--- src/rtl/word_pkg.sv ---
// Shared letter codes, word packing and the constant word ROM for the typing game.
package word_pkg;

    localparam int LETTER_W = 5;
    localparam int WORD_W   = 20;
    localparam int ROM_DEPTH = 32;

    localparam logic [LETTER_W-1:0]
        L_A = 5'd1,  L_B = 5'd2,  L_C = 5'd3,  L_D = 5'd4,  L_E = 5'd5,  L_F = 5'd6,
        L_G = 5'd7,  L_H = 5'd8,  L_I = 5'd9,  L_J = 5'd10, L_K = 5'd11, L_L = 5'd12,
        L_M = 5'd13, L_N = 5'd14, L_O = 5'd15, L_P = 5'd16, L_Q = 5'd17, L_R = 5'd18,
        L_S = 5'd19, L_T = 5'd20, L_U = 5'd21, L_V = 5'd22, L_W = 5'd23, L_X = 5'd24,
        L_Y = 5'd25, L_Z = 5'd26;
    localparam logic [LETTER_W-1:0] KEY_START = 5'd31;

    // Letter 1 is typed first and sits in the low bits.
    function automatic logic [WORD_W-1:0] pack(input logic [LETTER_W-1:0] l1, l2, l3, l4);
        return {l4, l3, l2, l1};
    endfunction

    localparam logic [WORD_W-1:0] WORD_ROM [ROM_DEPTH] = '{
        pack(L_G, L_A, L_M, L_E), pack(L_W, L_O, L_R, L_D),
        pack(L_T, L_Y, L_P, L_E), pack(L_F, L_A, L_S, L_T),
        pack(L_K, L_E, L_Y, L_S), pack(L_L, L_O, L_O, L_P),
        pack(L_B, L_Y, L_T, L_E), pack(L_C, L_O, L_D, L_E),
        pack(L_W, L_A, L_V, L_E), pack(L_J, L_U, L_M, L_P),
        pack(L_Q, L_U, L_I, L_Z), pack(L_Z, L_O, L_N, L_E),
        pack(L_F, L_R, L_O, L_G), pack(L_H, L_E, L_L, L_P),
        pack(L_M, L_I, L_N, L_T), pack(L_N, L_A, L_V, L_Y),
        pack(L_E, L_C, L_H, L_O), pack(L_P, L_L, L_A, L_Y),
        pack(L_S, L_H, L_I, L_P), pack(L_R, L_O, L_C, L_K),
        pack(L_B, L_L, L_U, L_E), pack(L_D, L_U, L_S, L_K),
        pack(L_I, L_R, L_O, L_N), pack(L_L, L_A, L_M, L_P),
        pack(L_V, L_O, L_L, L_T), pack(L_X, L_R, L_A, L_Y),
        pack(L_Y, L_A, L_R, L_N), pack(L_T, L_R, L_E, L_E),
        pack(L_S, L_N, L_O, L_W), pack(L_H, L_A, L_W, L_K),
        pack(L_O, L_P, L_A, L_L), pack(L_K, L_N, L_O, L_T)
    };

    // Index counts above ROM_DEPTH wrap onto the stored words.
    function automatic logic [WORD_W-1:0] rom_word(input logic [4:0] idx);
        return WORD_ROM[idx];
    endfunction

endpackage

--- src/rtl/word_lfsr.sv ---
// Free-running 8-bit Fibonacci LFSR, polynomial x^8+x^6+x^5+x^4+1.
module word_lfsr #(
    parameter logic [7:0] SEED = 8'hA5
) (
    input  logic       clk,
    input  logic       reset,
    output logic [7:0] value
);

    always_ff @(posedge clk or negedge reset) begin
        if (!reset) begin
            value <= SEED;
        end else begin
            value <= {value[6:0], value[7] ^ value[5] ^ value[4] ^ value[3]};
        end
    end

endmodule

--- src/rtl/word_delivery.sv ---
// Current / look-ahead word pair, advanced once per rising edge of wordComplete.
module word_delivery
    import word_pkg::*;
#(
    parameter logic [7:0] LFSR_SEED  = 8'hA5,
    parameter int         WORD_COUNT = 32
) (
    input  logic              clk,
    input  logic              reset,
    input  logic              wordComplete,
    output logic [WORD_W-1:0] currentWord,
    output logic [WORD_W-1:0] nextWord
);

    localparam int IW = $clog2(WORD_COUNT);

    logic [7:0]    lfsr;
    logic          s1, s2, s3;
    logic          advance;
    logic [IW-1:0] cur_idx, next_idx;
    logic [IW-1:0] cand, cand_adj;

    word_lfsr #(.SEED(LFSR_SEED)) u_lfsr (
        .clk  (clk),
        .reset(reset),
        .value(lfsr)
    );

    if (IW < 8) begin : g_lfsr_spare
        logic unused_lfsr;
        assign unused_lfsr = ^lfsr[7:IW];
    end

    assign advance  = s2 & ~s3;
    assign cand     = lfsr[IW-1:0];
    // Bumping a collision keeps the two displayed words different.
    assign cand_adj = (cand == next_idx) ? cand + IW'(1) : cand;

    always_ff @(posedge clk or negedge reset) begin
        if (!reset) begin
            s1       <= 1'b0;
            s2       <= 1'b0;
            s3       <= 1'b0;
            cur_idx  <= '0;
            next_idx <= IW'(1);
        end else begin
            s1 <= wordComplete;
            s2 <= s1;
            s3 <= s2;
            if (advance) begin
                cur_idx  <= next_idx;
                next_idx <= cand_adj;
            end
        end
    end

    assign currentWord = rom_word(5'(cur_idx));
    assign nextWord    = rom_word(5'(next_idx));

endmodule

--- config.mk ---
export PLATFORM = sky130hd
export DESIGN_NAME = word_delivery
export DESIGN_NICKNAME = d
export VERILOG_FILES = /design/src/rtl/word_pkg.sv /design/src/rtl/word_lfsr.sv /design/src/rtl/word_delivery.sv
export SDC_FILE = /design/constraint.sdc
export NUM_CORES = 1
export LEC_CHECK = 0
export CAP_MARGIN = 20
export CORE_AREA = 5 5 84 86
export CTS_BUF_LIST = sky130_fd_sc_hd__clkbuf_16
export DETAILED_ROUTE_END_ITERATION = 12
export DIE_AREA = 0 0 89 91
export GPL_TIMING_DRIVEN = 0
export HOLD_SLACK_MARGIN = 0.03
export PLACE_DENSITY = 0.79
export SLEW_MARGIN = 10
export SYNTH_ARGS = -nofsm -noshare
export SYNTH_HDL_FRONTEND = slang
export SYNTH_SLANG_ARGS = --single-unit
--- constraint.sdc ---
create_clock -name clk -period 7.8 [get_ports clk]
set_clock_uncertainty 0.1 [all_clocks]
set_input_delay 1.56 -clock clk [delete_from_list [all_inputs] [get_ports clk]]
set_output_delay 1.56 -clock clk [all_outputs]
set_load 0.05 [all_outputs]
==> out/summary.txt <==
GP Congestion -> 1.02
fraction of the mapped netlist area in adder cells -> 7.08%
worst-path cell chain -> clkbuf_1 -> inv_1 -> ha_1 -> clkbuf_1 -> clkbuf_1 -> o21ai_0 -> o31a_1 -> o22ai_1 -> clkdlybuf4s50_1
final hold vios -> 0
DIE AREA -> 0.00810 mm²
GRT Overall Usage -> 25.5%
clk_lat worst skew -> 0.25 ns
Reg-to-Reg Start -> next_idx[0]$_DFFE_PN1P_
Sw Pwr -> 0.401 mW
Layout area overhead -> 19.9%
Synth warnings -> 0
wire per inst -> 19.0 µm
CP Launch Point -> cur_idx[0]$_DFFE_PN0P_
Initial Utilization -> 48.4%
Die H -> 91 µm
Slew Viols, Final -> 0
cell with the largest stage delay on the worst path -> clkdlybuf4s50_1
Gate power share -> 70.0%
Clock Path Buffers -> 2
first-pass GRT wire length -> 17000 µm
drt pass-1 iters -> 6
worst hold stages -> 0
worst r2r path cells -> 4
DR vias/cell -> 6.62
setup_tns -> 0 ns
number of inserted diodes -> 0
CP endpoint kind -> output pin
setup bufs post-CTS -> 0
Reg clk slew, reported paths -> 0.06 ns
WL final -> 10300 µm
pwr/cell area -> 211 mW/mm²
multiplexer share of the synthesized area -> 6.79%
design internal power -> 0.356 mW
DRC -> 0
clock root buffer master -> clkbuf_16
Post-Synth Simple-Gate Area -> 23.1%
placement row count -> 29
most frequent cell after synthesis -> nand2_1
hpwl dp -> 7380 µm
leakage power -> 1.44 nW
unrepaired setup endpoints after global routing -> false
number of distinct library cells after synthesis -> 57
Initial DRC Count -> 277
CP bufs+invs -> 5
worst min path class -> flop to flop
Buffers on Ports -> 42
Worst Tran Pin Value -> 0.882 ns
crit path max fanout -> 10
most frequent CP cell -> clkbuf_1
Switching Fraction -> 53.0%
Min Hold Slack -> 0.252 ns
die width -> 89 µm
Post-synth ARST share -> 100%
Synth area leader -> dfrtp_1
clock network power share -> 14.0%
peak supply drop -> 0.000186 V
worst reg2reg path endpoint -> next_idx[1]$_DFFE_PN0P_
Hold Crit Start -> u_lfsr.value[6]$_DFF_PN0_
top_reg_cell synth -> dfrtp_1
area share of the largest cell type after synthesis -> 13.3%
total power draw -> 0.758 mW
clock period minus worst slack -> 5.42 ns
CP delay by family, top -> buffers and inverters
maximum clock frequency -> 185 MHz
number of max-cap violations -> 0
fin nets -> 487
synth top area cells -> dfrtp_1 13%, o21ai_0 7.3%, ha_1 7.1%
delay of the slowest critical-path stage -> 0.82 ns
number of flops mapped to enable cells by yosys -> 0
number of H-tree levels -> 1
Final Cycle Share -> 69.4%
largest net degree at the start of global routing -> 22
sequential power share -> 16.0%
CTS Hold Bufs -> 0
FF-to-FF setup slack -> 5.96 ns
CTS tree -> built
GRT overflow -> 0
layout cells sized above 1 -> 9.44%
relative max-transition margin -> 41.0%
total CTS buffers -> 3
syn_nets -> 440
register area share after synthesis -> 17.7%
startpoint types -> flop
post_cts resized -> 0
Cell Area, Synth -> 0.00300 mm²
flops & latches, synth -> 21
Cells after Synth -> 420
Compound-Gate Fraction of Synth Area -> 34.4%
Worst EP arrival -> 3.76 ns
syn avg cell area -> 7.15 µm²
XOR/XNOR share of the synthesized area -> 2.92%
Num Clock Sinks -> 21
vias in the first global route -> 3376
Final setup viols -> 0
via count -> 3595
ANT nets after route -> 0
IO Pins -> 43
hold endpoint -> u_lfsr.value[7]$_DFF_PN1_
antenna violations before repair -> 0
status -> complete, no violations
CP Class -> flop to output pin
Core Area -> 0.00620 mm²
Data required, critical path -> 6.14 ns
Post-synth top cells -> 51 x nand2_1, 44 x o21ai_0, 34 x a21oi_1
largest family of logic cells by synthesized area -> compound AO/OA/AOI/OAI gates
## power by group through the flow
stage               logic (mW)  clock network [mW]  registers (mW)
global placement         0.519                   0           0.122
finish                   0.530               0.106           0.121
CTS                      0.520               0.107           0.121
detailed placement       0.518                   0           0.123
floorplan                0.371                   0           0.121
global route             0.562               0.113           0.122
## final cells by class
cell class                 instances  area, µm²
clock buffer                       3       75.1
inverter                          16       60.1
multi-input combinational        342       2230
timing repair buffer              42        420
buffer                            41        180
sequential                        21        532
tap                               77       96.3
clock inverter                     1       5.00
fill                             560       2610
## cells by family (layout without fill, tap and decap cells)
kind of cell	after synthesis	count (layout)
muxes	15	15
DFF	21	21
buffers and inverters	57	103
and+or+nand+nor	142	142
AOI/OAI and AO/OA	158	158
xor gates and xnor gates	10	10
adders and majority gates	17	17
## registers in the layout, summed over array words and instances, names as in the netlist
register      cells
s2                1
s3                1
cur_idx           5
s1                1
next_idx          5
u_lfsr.value      8
## per-stage QoR
step	setup slack (ns)	instances	cell area, µm²	utilization [%]
final	2.38	543	3600	58.0
after global routing	2.20	543	3600	58.0
after CTS	2.48	543	3600	58.0
after detailed placement	2.78	539	3520	56.7
after global placement	2.76	539	3520	56.7
after floorplan	3.19	420	3000	-
## worst max-delay path by stage
stage / depth (start not counted) / slack [ns] / to
3_3_place_gp: 9 / 2.76 / currentWord[18]
5_1_grt: 9 / 2.20 / currentWord[18]
3_5_place_dp: 9 / 2.78 / currentWord[18]
6_report: 9 / 2.38 / currentWord[18]
2_1_floorplan: 7 / 3.19 / nextWord[0]
4_1_cts: 9 / 2.48 / currentWord[18]
## layer usage
layer	track usage [%]	vias to the layer above	wire [µm]
met5	0	-	0
met4	10.0	0	408
met3	5.07	58	1180
met2	41.2	310	4820
met1	33.1	1608	3900
li1	-	1619	-
## placed cells by master (no fill, tap or decap), drive strengths merged, types with 2 or more instances in the layout
| cell | n |
|---|---|
| mux2 | 3 |
| mux2i | 8 |
| nand2b | 13 |
| a21o | 4 |
| o21ai | 44 |
| a311oi | 6 |
| nand3 | 9 |
| mux4 | 4 |
| a22o | 2 |
| dfstp | 5 |
| buf | 22 |
| or2 | 2 |
| a211oi | 14 |
| a21oi | 34 |
| a21boi | 4 |
| and3b | 2 |
| and2 | 3 |
| nor2 | 29 |
| o31ai | 6 |
| nor2b | 17 |
| nand2 | 51 |
| o211ai | 11 |
| dfrtp | 16 |
| o22ai | 3 |
| o221ai | 5 |
| o31a | 5 |
| nor3 | 9 |
| inv | 16 |
| ha | 17 |
| o311ai | 4 |
| xor2 | 7 |
| a221oi | 2 |
| a221o | 2 |
| and3 | 2 |
| clkbuf | 22 |
| xnor2 | 3 |
| clkdlybuf4s50 | 42 |
| a31oi | 5 |
## worst reg2reg max path, delay by kind of cell, from the launching register on
family / cells / cell delay, ns
AO/OA/AOI/OAI: 1 / 0.06
flip-flops: 1 / 0.62
XOR/XNOR: 1 / 0.12
multiplexers: 1 / 0.41
AND/OR/NAND/NOR: 1 / 0.45
No activity file was read; power rests on OpenSTA's default activity.
